<file path="src/rtl/alu_mc_pkg.sv">
// Shared types for the multi-cycle ALU: operation codes and controller states.
package alu_mc_pkg;

  // 4-bit operation codes; values 12..15 are illegal.
  typedef enum logic [3:0] {
    OP_AND  = 4'd0,
    OP_OR   = 4'd1,
    OP_NOT  = 4'd2,
    OP_ADD  = 4'd3,
    OP_SUB  = 4'd4,
    OP_SHL  = 4'd5,
    OP_SHR  = 4'd6,
    OP_SRA  = 4'd7,
    OP_XOR  = 4'd8,
    OP_SLT  = 4'd9,
    OP_SLTU = 4'd10,
    OP_MUL  = 4'd11
  } aluop_e;

  // Controller states.
  typedef enum logic [1:0] {
    ST_IDLE = 2'd0,
    ST_EXEC = 2'd1,
    ST_MUL  = 2'd2,
    ST_HOLD = 2'd3
  } state_e;

  // True when the opcode selects the iterative multiplier.
  function automatic logic is_mul_op(input logic [3:0] op);
    return (op == OP_MUL);
  endfunction

endpackage

</file>
<file path="src/rtl/alu_mc_mul.sv">
// Iterative shift-add multiplier: consumes one bit of b per cycle for WIDTH
// cycles and keeps only the low WIDTH bits of the product.
module alu_mc_mul
  #(parameter int WIDTH = 32)
  (
  input  logic             clk,
  input  logic             rst_n,
  input  logic             start,
  input  logic [WIDTH-1:0] a,
  input  logic [WIDTH-1:0] b,
  output logic             done,
  output logic [WIDTH-1:0] p
  );

  localparam int CW = $clog2(WIDTH) + 1;
  localparam logic [CW-1:0] CNT_FULL = CW'(WIDTH);
  localparam logic [CW-1:0] CNT_ONE  = {{(CW-1){1'b0}}, 1'b1};
  localparam logic [CW-1:0] CNT_ZERO = {CW{1'b0}};

  logic [WIDTH-1:0] mcand_r;
  logic [WIDTH-1:0] mplier_r;
  logic [WIDTH-1:0] acc_r;
  logic [CW-1:0]    cnt_r;
  logic             busy_r;

  // Done is decoded from registers only, so it never depends on start/a/b.
  assign done = busy_r && (cnt_r == CNT_ZERO);
  assign p    = acc_r;

  // Load operands on start, then add-and-shift once per cycle until the counter empties.
  always_ff @(posedge clk) begin
    if (!rst_n) begin
      mcand_r  <= {WIDTH{1'b0}};
      mplier_r <= {WIDTH{1'b0}};
      acc_r    <= {WIDTH{1'b0}};
      cnt_r    <= CNT_ZERO;
      busy_r   <= 1'b0;
    end else if (start) begin
      mcand_r  <= a;
      mplier_r <= b;
      acc_r    <= {WIDTH{1'b0}};
      cnt_r    <= CNT_FULL;
      busy_r   <= 1'b1;
    end else if (busy_r && (cnt_r != CNT_ZERO)) begin
      acc_r    <= mplier_r[0] ? (acc_r + mcand_r) : acc_r;
      mcand_r  <= mcand_r << 1;
      mplier_r <= mplier_r >> 1;
      cnt_r    <= cnt_r - CNT_ONE;
    end else if (done) begin
      busy_r   <= 1'b0;
    end else begin
      busy_r   <= busy_r;
    end
  end

endmodule

</file>
<file path="src/rtl/alu_mc.sv">
// Multi-cycle ALU with valid/ready handshakes on both sides. Single-cycle
// operations spend one cycle in EXEC; MUL runs the iterative multiplier.
// The result is held in HOLD until the consumer takes it.
module alu_mc
  import alu_mc_pkg::*;
  #(
  parameter int WIDTH = 32,
  parameter int SHW   = $clog2(WIDTH)
  )
  (
  input  logic             clk,
  input  logic             rst_n,
  input  logic             in_valid,
  output logic             in_ready,
  input  logic [3:0]       aluop,
  input  logic [WIDTH-1:0] a,
  input  logic [WIDTH-1:0] b,
  output logic             out_valid,
  input  logic             out_ready,
  output logic [WIDTH-1:0] f,
  output logic             zero,
  output logic             err
  );

  state_e           state_r;
  logic [3:0]       op_r;
  logic [WIDTH-1:0] a_r;
  logic [WIDTH-1:0] b_r;

  logic             accept_s;
  logic             mul_start_s;
  logic             mul_done_s;
  logic [WIDTH-1:0] mul_p_s;
  logic [WIDTH-1:0] res_s;
  logic             res_err_s;
  logic [SHW-1:0]   shamt_s;

  // Ready depends only on state, out_ready and reset; never on request inputs.
  assign in_ready = rst_n &&
                    ((state_r == ST_IDLE) || ((state_r == ST_HOLD) && out_ready));
  assign accept_s    = in_valid && in_ready;
  // The multiplier captures the raw operands on the accept edge so that its
  // WIDTH iterations start on the very next cycle.
  assign mul_start_s = accept_s && is_mul_op(aluop);
  assign shamt_s     = b_r[SHW-1:0];

  alu_mc_mul #(.WIDTH(WIDTH)) u_mul (
    .clk   (clk),
    .rst_n (rst_n),
    .start (mul_start_s),
    .a     (a),
    .b     (b),
    .done  (mul_done_s),
    .p     (mul_p_s)
  );

  // Single-cycle result from the registered operands.
  always_comb begin
    res_s     = {WIDTH{1'b0}};
    res_err_s = 1'b0;
    case (aluop_e'(op_r))
      OP_AND:  res_s = a_r & b_r;
      OP_OR:   res_s = a_r | b_r;
      OP_NOT:  res_s = ~a_r;
      OP_ADD:  res_s = a_r + b_r;
      OP_SUB:  res_s = a_r - b_r;
      OP_SHL:  res_s = a_r << shamt_s;
      OP_SHR:  res_s = a_r >> shamt_s;
      OP_SRA:  res_s = $signed(a_r) >>> shamt_s;
      OP_XOR:  res_s = a_r ^ b_r;
      OP_SLT:  res_s = {{(WIDTH-1){1'b0}}, ($signed(a_r) < $signed(b_r))};
      OP_SLTU: res_s = {{(WIDTH-1){1'b0}}, (a_r < b_r)};
      OP_MUL:  res_s = {WIDTH{1'b0}};
      default: begin
        res_s     = {WIDTH{1'b0}};
        res_err_s = 1'b1;
      end
    endcase
  end

  // Controller: captures requests, sequences EXEC/MUL, and holds registered results.
  always_ff @(posedge clk) begin
    if (!rst_n) begin
      state_r   <= ST_IDLE;
      op_r      <= 4'd0;
      a_r       <= {WIDTH{1'b0}};
      b_r       <= {WIDTH{1'b0}};
      f         <= {WIDTH{1'b0}};
      zero      <= 1'b0;
      err       <= 1'b0;
      out_valid <= 1'b0;
    end else begin
      case (state_r)
        ST_IDLE: begin
          if (accept_s) begin
            op_r    <= aluop;
            a_r     <= a;
            b_r     <= b;
            state_r <= is_mul_op(aluop) ? ST_MUL : ST_EXEC;
          end else begin
            state_r <= ST_IDLE;
          end
        end
        ST_EXEC: begin
          f         <= res_s;
          zero      <= (res_s == {WIDTH{1'b0}});
          err       <= res_err_s;
          out_valid <= 1'b1;
          state_r   <= ST_HOLD;
        end
        ST_MUL: begin
          if (mul_done_s) begin
            f         <= mul_p_s;
            zero      <= (mul_p_s == {WIDTH{1'b0}});
            err       <= 1'b0;
            out_valid <= 1'b1;
            state_r   <= ST_HOLD;
          end else begin
            state_r   <= ST_MUL;
          end
        end
        ST_HOLD: begin
          if (out_ready) begin
            out_valid <= 1'b0;
            if (accept_s) begin
              op_r    <= aluop;
              a_r     <= a;
              b_r     <= b;
              state_r <= is_mul_op(aluop) ? ST_MUL : ST_EXEC;
            end else begin
              state_r <= ST_IDLE;
            end
          end else begin
            state_r <= ST_HOLD;
          end
        end
        default: begin
          out_valid <= 1'b0;
          state_r   <= ST_IDLE;
        end
      endcase
    end
  end

endmodule

</file>
<file path="config.mk">
export PLATFORM = sky130hd
export DESIGN_NAME = alu_mc
export DESIGN_NICKNAME = d
export VERILOG_FILES = /design/src/rtl/alu_mc_pkg.sv /design/src/rtl/alu_mc_mul.sv /design/src/rtl/alu_mc.sv
export SDC_FILE = /design/constraint.sdc
export NUM_CORES = 1
export LEC_CHECK = 0
export ABC_AREA = 1
export CAP_MARGIN = 20
export CORE_MARGIN = 10
export CORE_UTILIZATION = 50
export DETAILED_ROUTE_END_ITERATION = 10
export HOLD_SLACK_MARGIN = 0.05
export PLACE_DENSITY = 0.69
export SLEW_MARGIN = 10
export SYNTH_ARGS = -nofsm -noshare
export SYNTH_HDL_FRONTEND = slang
export SYNTH_SLANG_ARGS = --single-unit
</file>
<file path="constraint.sdc">
create_clock -name clk -period 2.9 [get_ports clk]
set_clock_uncertainty 0.05 [all_clocks]
set_input_delay 0.725 -clock clk [delete_from_list [all_inputs] [get_ports clk]]
set_output_delay 0.725 -clock clk [all_outputs]
set_load 0.005 [all_outputs]
</file>
# Word level (Yosys, flattened, before mapping)
# Index checks and enable logic that the tools add are counted.
# Widths: inputs -> output; s select.
# op_classes
add_sub_neg	4
order_cmp	2
eq_ne	18
n_shift	3
n_mux	33
bitwise_logic	5
reduce_logical	25
# op_table
cell	count
$pmux 32 s11	1
$mux 32	9
$pmux 32 s2	3
$add 32x32->32	2
$logic_not 32->1	2
$lt 32x32->1	2
$and 32x32->32	1
$not 32->32	1
$or 32x32->32	1
$shl 32x5->32	1
$shr 32x5->32	1
$sshr 32x5->32	1
$sub 32x32->32	1
$xor 32x32->32	1
$eq 4x4->1 const B	5
$eq 4x3->1 const B	4
$mux 6	2
$reduce_or 12->1	1
$eq 4x2->1 const B	2
$mux 1	8
$mux 4	2
$pmux 2 s4	1
$pmux 4 s2	1
$reduce_and 2->1	4
other kinds (19)	33
# totals
ff_bits	208
input_bits	72

# Depth between registers and ports, before layout
# logic_depth
word_depth	8
depth_mapped	24
mapped_depth_nobuf	22

# Cells and area by module
# A second synthesis with hierarchy kept.
# unflattened
hier_cells	3738
hier_area_um2	21104.0
# by_module_without_submodules
module	instances	cells_each	area_each_um2
alu_mc	1	2704	14676.6
alu_mc_mul	1	1034	6427.4

# Worst setup path after synthesis
# Ideal clock, no wire load.
# synth_timing
kind	register -> register
startpoint	reg b_r[2]
endpoint	reg zero
arrival_ns	2.731
required_time_ns	2.784
path_slack_ns	0.053
path_stages_with_launch	23
period_less_slack_ns	2.847
cell_sequence	dfxtp_1 > clkbuf_2 > inv_2 > buf_2 > buf_1 > ha_1 > buf_4 > o21ai_1 > and2_1 > nand2_1 > nand3_1 > nand2_1 > inv_1 > nor2_1 > nor2_1 > nor2_1 > nor2_1 > nand2_1 > nor2_1 > nand2_1 > nor2_1 > nand2_1 > a21oi_2
# synth_via
elab_chain_cells	4
elab_cells_between_ends	13
cone_classes	add/sub (2); order compare (2); shift (3); mux (2); bitwise (3); reduce/logical (1)
# synth_lines
item	line	rtl
start: declaration	alu_mc.sv:28	logic [WIDTH-1:0] b_r;
start signal: assignment	alu_mc.sv:87	b_r <= {WIDTH{1'b0}};
$sub 32x32->32 (tied with other cells)	alu_mc.sv:66	OP_SUB: res_s = a_r - b_r;
$pmux 32 s11 *	alu_mc.sv:61	case (aluop_e'(op_r))
$logic_not 32->1 *	alu_mc.sv:106	zero <= (res_s == {WIDTH{1'b0}});
$pmux 1 s2 *	alu_mc.sv:93	case (state_r)
end signal: assignment	alu_mc.sv:106	
end signal: assignment	alu_mc.sv:114	zero <= (mul_p_s == {WIDTH{1'b0}});
end: declaration	alu_mc.sv:21	output logic zero,
# Every way passes the cells marked *; elsewhere a longest branch is shown, timed or not.
# A chain may end at the register's enable or synchronous reset.

# Worst setup path in the final report
# layout_timing
startpoint	in out_ready
endpoint	out in_ready
# layout_via
elab_chain_cells	3
# layout_lines
item	line	rtl
start: declaration	alu_mc.sv:19	input logic out_ready,
$logic_and 1x1->1	alu_mc.sv:40	((state_r == ST_IDLE) || ((state_r == ST_HOLD) && out_ready));
$logic_or 1x1->1	alu_mc.sv:40	
$logic_and 1x1->1	alu_mc.sv:39	assign in_ready = rst_n &&
end: declaration	alu_mc.sv:14	output logic in_ready,
# No other way between the ends.

==> key figures <==
STA
  • Period utilization: 102.8%
  • Max transition margin: 29.86%
  • Setup TNS: -0.08403 ns
  • Least-Margin Pin Slew: 1.051 ns
  • Max Slew Vio Count: 0
  • Worst path setup slack after routing: -0.07990 ns
  • Hold Fails Final Rpt: 0
  • RSZ-0062 raised after global routing: true
  • Tmin final: 2.980 ns
  • Max Clock Freq: 335.6 MHz
  • Setup-failing EPs final: 2

Die
  • Core outline area: 40740 um^2
  • Starting Density: 50.47%
  • Die height: 222.8 um
  • I/O Pins: 108
  • Die width: 222.8 um
  • Die area: 49640 um^2
  • Site row count: 74

Synthesis
  • Post-synth top area cell: dfxtp_1
  • FF+latch count, synth: 208
  • Unique masters post-synth: 50
  • Syn nets: 3842
  • Area contributors post-synth: dfxtp_1 20%, nand2_1 19%, nand3_1 12%
  • Syn avg cell area: 5.671 um^2
  • Synth warn: 0
  • Syn Inst Count: 3626
  • Seq/Total Area, Yosys: 20.25%
  • Mapped cell area: 20560 um^2
  • Post-synth top area share: 20.25%

Place
  • Number of port buffers: 107
  • DP Cell Count: 4492
  • Hpwl dp: 82400 um
  • Routability cong.: 1.126
  • Placement-stage cell area: 24760 um^2

GRT
  • First-pass GRT wire length: 151100 um
  • Initial antenna violation count: 6
  • Vias in the first global route: 25250
  • Largest net degree at the start of global routing: 166
  • Grt ovf: 0
  • Total track usage: 39.24%

Clock network
  • CTS clk-pin slew, worst paths: 0.06 ns
  • Clock latency on the worst-skew pair: 0.59 ns
  • CTS Sinks: 208
  • CTS tree: built
  • H-tree levels: 1
  • Clk buf depth: 3
  • Total CTS buffers: 25
  • Hold-fix buffers, CTS: 0
  • Root buf cell: clkbuf_16

Power
  • Pwr dens: 457.5 nW/um^2
  • Worst VDD drop: 757.3 uV
  • Leakage power: 13.49 nW

Run status
  • Failing checks: negative setup slack
  • Status: finished with violations

Setup path
  • Most frequent CP cell: clkdlybuf4s50_1
  • Crit Path Class: in -> out
  • Slowest stage delay, CP: 0.54 ns
  • CP bufs+invs: 2
  • CP delay by family, top: buffers and inverters
  • Critical Path Start Type: primary input
  • Critical path endpoint category: output pin
  • Critical-path cell list: clkdlybuf4s50_1, nand3_1, a21oi_2, clkdlybuf4s50_1
  • Worst path required time: 2.12 ns
  • Critical Path AT: 2.20 ns
  • Critical Path Fanout Max: 3
  • CP max stage cell: clkdlybuf4s50_1

Route
  • DRC viols: 0
  • Via count: 27120
  • ANT nets after route: 0
  • Via/cell ratio: 5.972
  • Pre-Repair DR Iteration Count: 7
  • Starting DRC count in detailed routing: 3849
  • Detailed Route WL: 103000 um
  • Avg WL per Cell: 22.67 um

Job
  • Max-cap violation count: 0

Finish
  • Commonest non-fill, non-tap cells in the layout: 1013 x nand2_1, 515 x inv_1, 463 x nand3_1
  • Final instance count without filler cells: 4541
  • Commonest non-fill, non-tap cell in the layout: nand2_1
  • Nets@finish: 4207
  • Layout cell share with drive strength beyond 1: 14.90%
  • Final instance area: 26060 um^2
  • Area delta synth->final: 26.75%

Hold path
  • Hold Crit Class: reg -> reg
-- cell usage after synthesis, drive strengths merged --
master	count
nand3	475
clkbuf	82
nor4	6
nand2	1039
a21oi	224
clkinv	4
a31oi	8
nor3	38
xnor2	10
fa	3
a221oi	3
o211ai	46
o21a	6
o31ai	2
nor2	321
and2	9
o221ai	24
or2	3
buf	89
nor3b	2
o21bai	16
o21ai	242
xor2	13
a31o	1
nand3b	5
dfxtp	208
a21boi	2
a21o	2
ha	141
nand4	33
and3	1
inv	529
o22ai	39
-- worst paths after layout --
check,slack (ns),cells after the start,to,startpoint
setup / recovery,-0.08,4,in_ready,out_ready
hold reg to reg,0.43,2,u_mul.cnt_r[0],u_mul.cnt_r[0]
hold / removal,0.43,2,u_mul.cnt_r[0],u_mul.cnt_r[0]
setup reg to reg,0,16,zero,b_r[21]
-- final cells by class --
cell class | instances | area (um^2)
clock buffer | 34 | 679.4
timing repair buffer | 509 | 4377
clock inverter | 10 | 105.1
sequential | 208 | 4174
antenna | 1 | 2.502
fill | 3796 | 14680
multi-input combinational | 2714 | 14050
inverter | 533 | 2007
tap | 532 | 665.6
-- worst min-delay path: cells and delay by family (launching register included) --
family / cells / cell delay, ns
flops: 1 / 0.31
simple gates: 1 / 0.06
compound gates: 1 / 0.06
-- cell families after synthesis --
logic type / share of synthesized area (%)
AO/OA/AOI/OAI: 16.70
AND/OR/NAND/NOR: 39.53
buffers and inverters: 13.67
adder cells (fa/ha/maj): 8.872
XOR/XNOR: 0.9797
flip-flops: 20.25
-- layer usage --
layer  up-vias  GRT usage, %  routed length, um
li1      12440             -                  -
met1     12390         48.93              39020
met2      1858         59.10              43050
met3       421         9.951              12910
met4         6         25.15               7898
met5         -             0                 79
-- registers in the layout, summed over array words and instances, names as in the netlist --
signal          count
a_r                32
b_r                32
f                  32
u_mul.mcand_r      32
u_mul.mplier_r     32
u_mul.p            32
u_mul.cnt_r         6
op_r                4
state_r             2
err                 1
out_valid           1
u_mul.busy_r        1
zero                1
-- metrics by stage --
| step | worst slack [ns] | util [%] | power (mW) | hold WS, ns |
|---|---|---|---|---|
| after floorplan | 0.05256 | - | 5.826 | 0.3901 |
| after CTS | 0.006514 | 62.91 | 11.50 | 0.4261 |
| after global routing | -0.1414 | 63.97 | 12.36 | 0.4511 |
| after global placement | -0.1040 | 60.79 | 8.327 | 0.4002 |
| after detailed placement | -0.1531 | 60.79 | 8.362 | 0.4154 |
| final | -0.07990 | 63.97 | 11.92 | 0.4282 |
-- report_power, final --
group          internal, mW  leakage (nW)  switching, mW  total (mW)
Clock                  1.74         0.375           1.40        3.15
Sequential             3.00          1.69         0.0987        3.10
Combinational          2.05          11.4           3.62        5.68
Total                  6.80          13.5           5.13        11.9
-- what timing repair did --
item	CTS	global route
endpoints found under the setup margin	8	32
gates resized for setup	25	109
pin swaps	3	15
setup buffers	0	4
Note: power is estimated with default switching activity, not from simulation.
